File: src/rtl/fft_pkg.sv
// rtl/fft_pkg.sv - frame constants, complex sample type and bit-reverse helper for the FFT reorder buffer
package fft_pkg;

  localparam int LOG2N = 5;
  localparam int N     = 2 ** LOG2N;
  localparam int DW    = 16;

  typedef struct packed {
    logic [DW-1:0] re;
    logic [DW-1:0] im;
  } cplx_t;

  function automatic logic [LOG2N-1:0] bitrev(input logic [LOG2N-1:0] idx);
    logic [LOG2N-1:0] r;
    for (int i = 0; i < LOG2N; i++) begin
      r[i] = idx[LOG2N-1-i];
    end
    return r;
  endfunction

endpackage

File: src/rtl/bitrev_pp_ram.sv
// rtl/bitrev_pp_ram.sv - two-bank sample store, one write port and one registered read port
module bitrev_pp_ram
  import fft_pkg::*;
(
  input  logic             clk,
  input  logic             rst,
  input  logic             wr_en,
  input  logic             wr_bank,
  input  logic [LOG2N-1:0] wr_addr,
  input  cplx_t            wr_data,
  input  logic             rd_en,
  input  logic             rd_bank,
  input  logic [LOG2N-1:0] rd_addr,
  output cplx_t            rd_data
);

  cplx_t mem [2*N];
  cplx_t rd_data_q;
  cplx_t rd_data_d;

  always_ff @(posedge clk) begin
    if (wr_en) begin
      mem[{wr_bank, wr_addr}] <= wr_data;
    end
  end

  // Read register holds its value between read beats so the output data is stable across stalls.
  always_comb begin
    rd_data_d = rd_data_q;
    if (rd_en) begin
      rd_data_d = mem[{rd_bank, rd_addr}];
    end
  end

  always_ff @(posedge clk or posedge rst) begin
    if (rst) begin
      rd_data_q <= '0;
    end else begin
      rd_data_q <= rd_data_d;
    end
  end

  assign rd_data = rd_data_q;

endmodule

File: src/rtl/fft_bitrev_buf.sv
// rtl/fft_bitrev_buf.sv - ping-pong bit-reversal reorder buffer; FFT_BITREV_SYNC_CHK_EN adds the frame-index check
module fft_bitrev_buf #(
  parameter int DW    = 16,
  parameter int LOG2N = 5
) (
  input  logic             clk,
  input  logic             rst,
  input  logic             valid,
  input  logic [LOG2N-1:0] cnt_ctrl,
  input  logic [DW-1:0]    din_re,
  input  logic [DW-1:0]    din_im,
  output logic             dout_valid,
  output logic [DW-1:0]    dout_re,
  output logic [DW-1:0]    dout_im,
  output logic             dout_sof,
  output logic             dout_eof,
  output logic             sync_err
);

  import fft_pkg::*;

  localparam logic STATE_FILL   = 1'b0;
  localparam logic STATE_STREAM = 1'b1;
  localparam logic [LOG2N-1:0] IDX_LAST = '1;

  logic  state_q, state_d;
  logic  wr_bank_q, wr_bank_d;
  logic  dout_valid_q, dout_valid_d;
  logic  dout_sof_q, dout_sof_d;
  logic  dout_eof_q, dout_eof_d;
  logic  rd_en;
  logic  last_beat;
  cplx_t wr_data;
  cplx_t rd_data;

  assign last_beat = valid && (cnt_ctrl == IDX_LAST);
  assign rd_en     = valid && (state_q == STATE_STREAM);
  assign wr_data   = {din_re, din_im};

  // Reads always target the bank not being written; the toggle on the last beat only affects the next beat.
  bitrev_pp_ram u_ram (
    .clk     (clk),
    .rst     (rst),
    .wr_en   (valid),
    .wr_bank (wr_bank_q),
    .wr_addr (cnt_ctrl),
    .wr_data (wr_data),
    .rd_en   (rd_en),
    .rd_bank (~wr_bank_q),
    .rd_addr (bitrev(cnt_ctrl)),
    .rd_data (rd_data)
  );

  always_comb begin
    state_d      = state_q;
    wr_bank_d    = wr_bank_q;
    dout_valid_d = rd_en;
    dout_sof_d   = rd_en && (cnt_ctrl == '0);
    dout_eof_d   = rd_en && (cnt_ctrl == IDX_LAST);
    if (last_beat) begin
      wr_bank_d = ~wr_bank_q;
      state_d   = STATE_STREAM;
    end
  end

  always_ff @(posedge clk or posedge rst) begin
    if (rst) begin
      state_q      <= STATE_FILL;
      wr_bank_q    <= 1'b0;
      dout_valid_q <= 1'b0;
      dout_sof_q   <= 1'b0;
      dout_eof_q   <= 1'b0;
    end else begin
      state_q      <= state_d;
      wr_bank_q    <= wr_bank_d;
      dout_valid_q <= dout_valid_d;
      dout_sof_q   <= dout_sof_d;
      dout_eof_q   <= dout_eof_d;
    end
  end

  assign dout_valid = dout_valid_q;
  assign dout_sof   = dout_sof_q;
  assign dout_eof   = dout_eof_q;
  assign dout_re    = rd_data.re;
  assign dout_im    = rd_data.im;

`ifdef FFT_BITREV_SYNC_CHK_EN
  logic [LOG2N-1:0] exp_idx_q, exp_idx_d;
  logic             sync_err_q, sync_err_d;

  // After a mismatch the expectation re-locks to the observed index so only the first slip is flagged.
  always_comb begin
    exp_idx_d  = exp_idx_q;
    sync_err_d = sync_err_q;
    if (valid) begin
      if (cnt_ctrl != exp_idx_q) begin
        sync_err_d = 1'b1;
        exp_idx_d  = cnt_ctrl + 1'b1;
      end else begin
        exp_idx_d  = exp_idx_q + 1'b1;
      end
    end
  end

  always_ff @(posedge clk or posedge rst) begin
    if (rst) begin
      exp_idx_q  <= '0;
      sync_err_q <= 1'b0;
    end else begin
      exp_idx_q  <= exp_idx_d;
      sync_err_q <= sync_err_d;
    end
  end

  assign sync_err = sync_err_q;
`else
  assign sync_err = 1'b0;
`endif

endmodule

File: config.mk
export PLATFORM = sky130hd
export DESIGN_NAME = fft_bitrev_buf
export DESIGN_NICKNAME = d
export VERILOG_FILES = /design/src/rtl/fft_pkg.sv /design/src/rtl/bitrev_pp_ram.sv /design/src/rtl/fft_bitrev_buf.sv
export SDC_FILE = /design/constraint.sdc
export NUM_CORES = 2
export LEC_CHECK = 0
export CORE_ASPECT_RATIO = 1.2
export CORE_UTILIZATION = 50
export CTS_BUF_LIST = sky130_fd_sc_hd__clkbuf_8 sky130_fd_sc_hd__clkbuf_16
export DETAILED_ROUTE_END_ITERATION = 12
export PLACE_DENSITY = 0.66
export RECOVER_POWER = 50
export SETUP_SLACK_MARGIN = 0.3
export SYNTH_ARGS = -nofsm -noshare
export SYNTH_HDL_FRONTEND = slang
export SYNTH_SLANG_ARGS = --single-unit
File: constraint.sdc
create_clock -name clk -period 3.35 [get_ports clk]
set_input_delay 0.335 -clock clk [delete_from_list [all_inputs] [get_ports clk]]
set_output_delay 0.335 -clock clk [all_outputs]
set_load 0.01 [all_outputs]
==> flow_summary.yaml <==
setup_path:
  worst_r2r_path_depth: 4
  arrival_ns: 3.41
  crit_path_cell_trace: "dlygate4sd3_1 > dlygate4sd3_1 > clkinvlp_2 > clkbuf_2"
  crit_path_top_delay_cell: "clkbuf_2"
  crit_top_cell: "dlygate4sd3_1"
  worstPathRequired_ns: 4.13
  critPathLaunchType: "input port"
  worst-setup-path-type: "input port to asynchronous set/reset pin"
  r2r_setup_slack_ns: 0.76
  cp_max_fo: 21
  cpPeakStageDelay_ns: 0.97
  r2r_start: "wr_bank_q"
  path_buf_inv: 4
  crit_path_end_kind: "asynchronous set/reset pin"
  worstReg2RegEnd: "u_ram.mem[44][17]"
  cp_top_family: "buffers and inverters"
route:
  ant_nets: 0
  wirelength_mm: 210
  routed_via_density: 6.37
  drt-initial-drc-count: 4926
  firstDrtPassIters: 5
  num_vias: 40309
  wl_per_cell_um: 33.3
  drc_errors: 0
place:
  hpwl_mm: 122
  port_buffers: 74
  globalplace.congestion: 0.817
  placed_area_mm2: 0.0856
  dp_worst_setup_slack_ns: 0.0391
sta:
  fmax_ghz: 0.381
  hold_viol: 0
  min_period_ns: 2.63
  relSlewSlack_pct: -108
  holdWs_ns: 0.214
  post-route-period-util_pct: 78.4
  drv_slew: 1879
  fin_worst_skew_ns: 0.0288
  setup_viol: 0
  worst_pin_slew_ns: 3.12
  grt_setup_unrepaired: "false"
  setup_slack_ns: 0.722
clock_network:
  cts_tree: "built"
  cts_sinks: 2085
  hold_buffers: 1
  cts_root_buffer: "clkbuf_16"
  clock_path_buffers: 3
  htreeDepth: 4
  clkLatencyLatePin_ns: 0.83
  cts_setup_buffers: 0
  numCtsBuffers: 188
  path_clk_slew_ns: 0.06
  cts_resized: 0
synthesis:
  synth_area_leader_cell: "edfxtp_1"
  synth_top_area_share_pct: 77.0
  ys_seq_area_share_pct: 78.2
  synth_edf_count: 2048
  synthCells: 3713
  syn_area_mm2: 0.0798
  synthArstFlopShare_pct: 1.77
  synth_ff_type: "edfxtp_1"
  avgSynthCellArea_um2: 21.5
  synth_cell_type_count: 46
  synth.net_count: 3753
  synth-warning-count: 0
  ys_ff_latch: 2085
  synthTopCellsByArea: "edfxtp_1 77%, mux4_2 10%, mux2i_1 3.8%"
min_path:
  min_from: "cnt_ctrl[1]"
  hp-class: "input port to flip-flop"
  min_to: "u_ram.rd_data[7]"
  hold_path_depth: 4
global_routing:
  grt-ovfl-total: 0
  track_usage_pct: 26.2
  grt_max_degree: 65
  grt_pass1_wl_mm: 297
  grt_pass1_vias: 40445
  antenna_found_initial: 6
cells_and_area:
  final_util_pct: 57.8
  drive_above_1_share_pct: 25.5
  multi_input_area_mm2: 0.0167
  final_cell_area_mm2: 0.0917
  syn_to_final_growth_pct: 14.9
  regArea_mm2: 0.0624
  fin_nets: 4098
  n_fill_cell: 11479
run_status:
  status: "finished, violations left"
  violations: "capacitance limit, slew limit"
power_and_ir_drop:
  power.density_mw_per_mm2: 599
  leakagePower_uw: 0.0297
  vdd_drop_max_mv: 0.576
floorplan:
  pin_count: 76
  dieArea_mm2: 0.161
  core_mm2: 0.159
  die_x_um: 367
  rows: 160
  die_h_um: 440
  initial_core_util_pct: 50.3
job:
  maxCapViolations: 34
final cells by class:
type	instances	area share (%)
sequential	2085	68.1
inverter	4	0.0205
timing repair buffer	377	4.01
multi-input combinational	1402	18.2
clock inverter	137	1.29
clock buffer	211	5.54
antenna	2	0.00546
tap	2106	2.87
through the flow:
| step | TNS [ns] | power, uW | cells |
|---|---|---|---|
| 6_report | 0 | 54900 | 6324 |
| 2_1_floorplan | -145.70 | 31500 | 3713 |
| 4_1_cts | 0 | 55100 | 6322 |
| 3_5_place_dp | 0 | 33800 | 5973 |
| 3_3_place_gp | 0 | 33700 | 5973 |
| 5_1_grt | 0 | 56200 | 6322 |
cells by family after synthesis:
group                  share of synthesized area, %
AND/OR/NAND/NOR                                1.39
multiplexers                                   15.0
buffers and inverters                          1.49
flip-flops                                     78.2
XOR/XNOR                                     0.0110
other                                       0.00470
AO/OA/AOI/OAI                                  3.91
registers in the layout, indices dropped and copies added, names as in the netlist:
register,flops
wr_bank_q,1
state_q,1
u_ram.rd_data,32
dout_valid,1
dout_sof,1
u_ram.mem,2048
dout_eof,1
layer usage:
metal	part of all wire (%)	vias up	GRT usage, %
met5	0.0062	-	0
met4	2.9	2	8.01
met3	7.9	373	4.53
met2	51	1862	44.9
met1	38	21710	34.4
li1	-	16362	-
layout by cell type (no fill, tap or decap), types with 15 or more instances in the layout:
master	synthesis	routed
clkinv_2	0	33
o2111ai_1	19	19
buf_12	0	72
mux4_2	356	356
mux2i_1	306	306
dfrtp_1	37	37
a221oi_1	29	29
nand2_1	104	104
clkdlybuf4s50_1	0	35
clkinv_1	1	32
clkbuf_16	0	193
o22ai_1	64	64
bufinv_16	0	21
buf_4	46	213
a221o_1	27	27
edfxtp_1	2048	2048
o211ai_1	30	30
nor2_4	0	61
mux2_2	79	79
inv_1	2	43
a21oi_1	31	31
o221ai_1	59	59
clkbuf_1	89	47
o22a_1	19	19
clkbuf_8	0	18
a211o_1	44	44
a211oi_1	27	27
nor2_1	85	23
nor2b_1	17	15
worst max-delay path by stage:
stage	slack [ns]	end	cells past startpoint	start
detailed placement	0.04	u_ram.rd_data[13]	10	cnt_ctrl[3]
finish	0.72	u_ram.rd_data[3]	4	rst
CTS	0.91	u_ram.mem[2][17]	3	wr_bank_q
global route	0.53	u_ram.rd_data[3]	4	rst
global placement	0.02	u_ram.rd_data[13]	10	cnt_ctrl[3]
floorplan	-0.12	u_ram.mem[0][0]	8	cnt_ctrl[3]
worst min-delay path, cell delays in order:
cell	delay [ns]
buf_6	0.20
a21oi_1	0.20
o211ai_1	0.11
nand3_1	0.09
report_power, final:
part           leakage (uW)  internal (uW)  switching, uW
clock               0.00324          12400           9270
combinational       0.00760           1440           2300
sequential           0.0189          29100            383
cells in the mapped netlist (29+ instances only):
cell      number
a211o_1       44
o221ai_1      59
mux2_2        79
nor2_1        85
clkbuf_1      89
a21oi_1       31
dfrtp_1       37
mux4_2       356
buf_2         69
o211ai_1      30
buf_4         46
edfxtp_1    2048
nand2_1      104
o22ai_1       64
mux2i_1      306
a221oi_1      29
(Power assumes the default switching activity.)
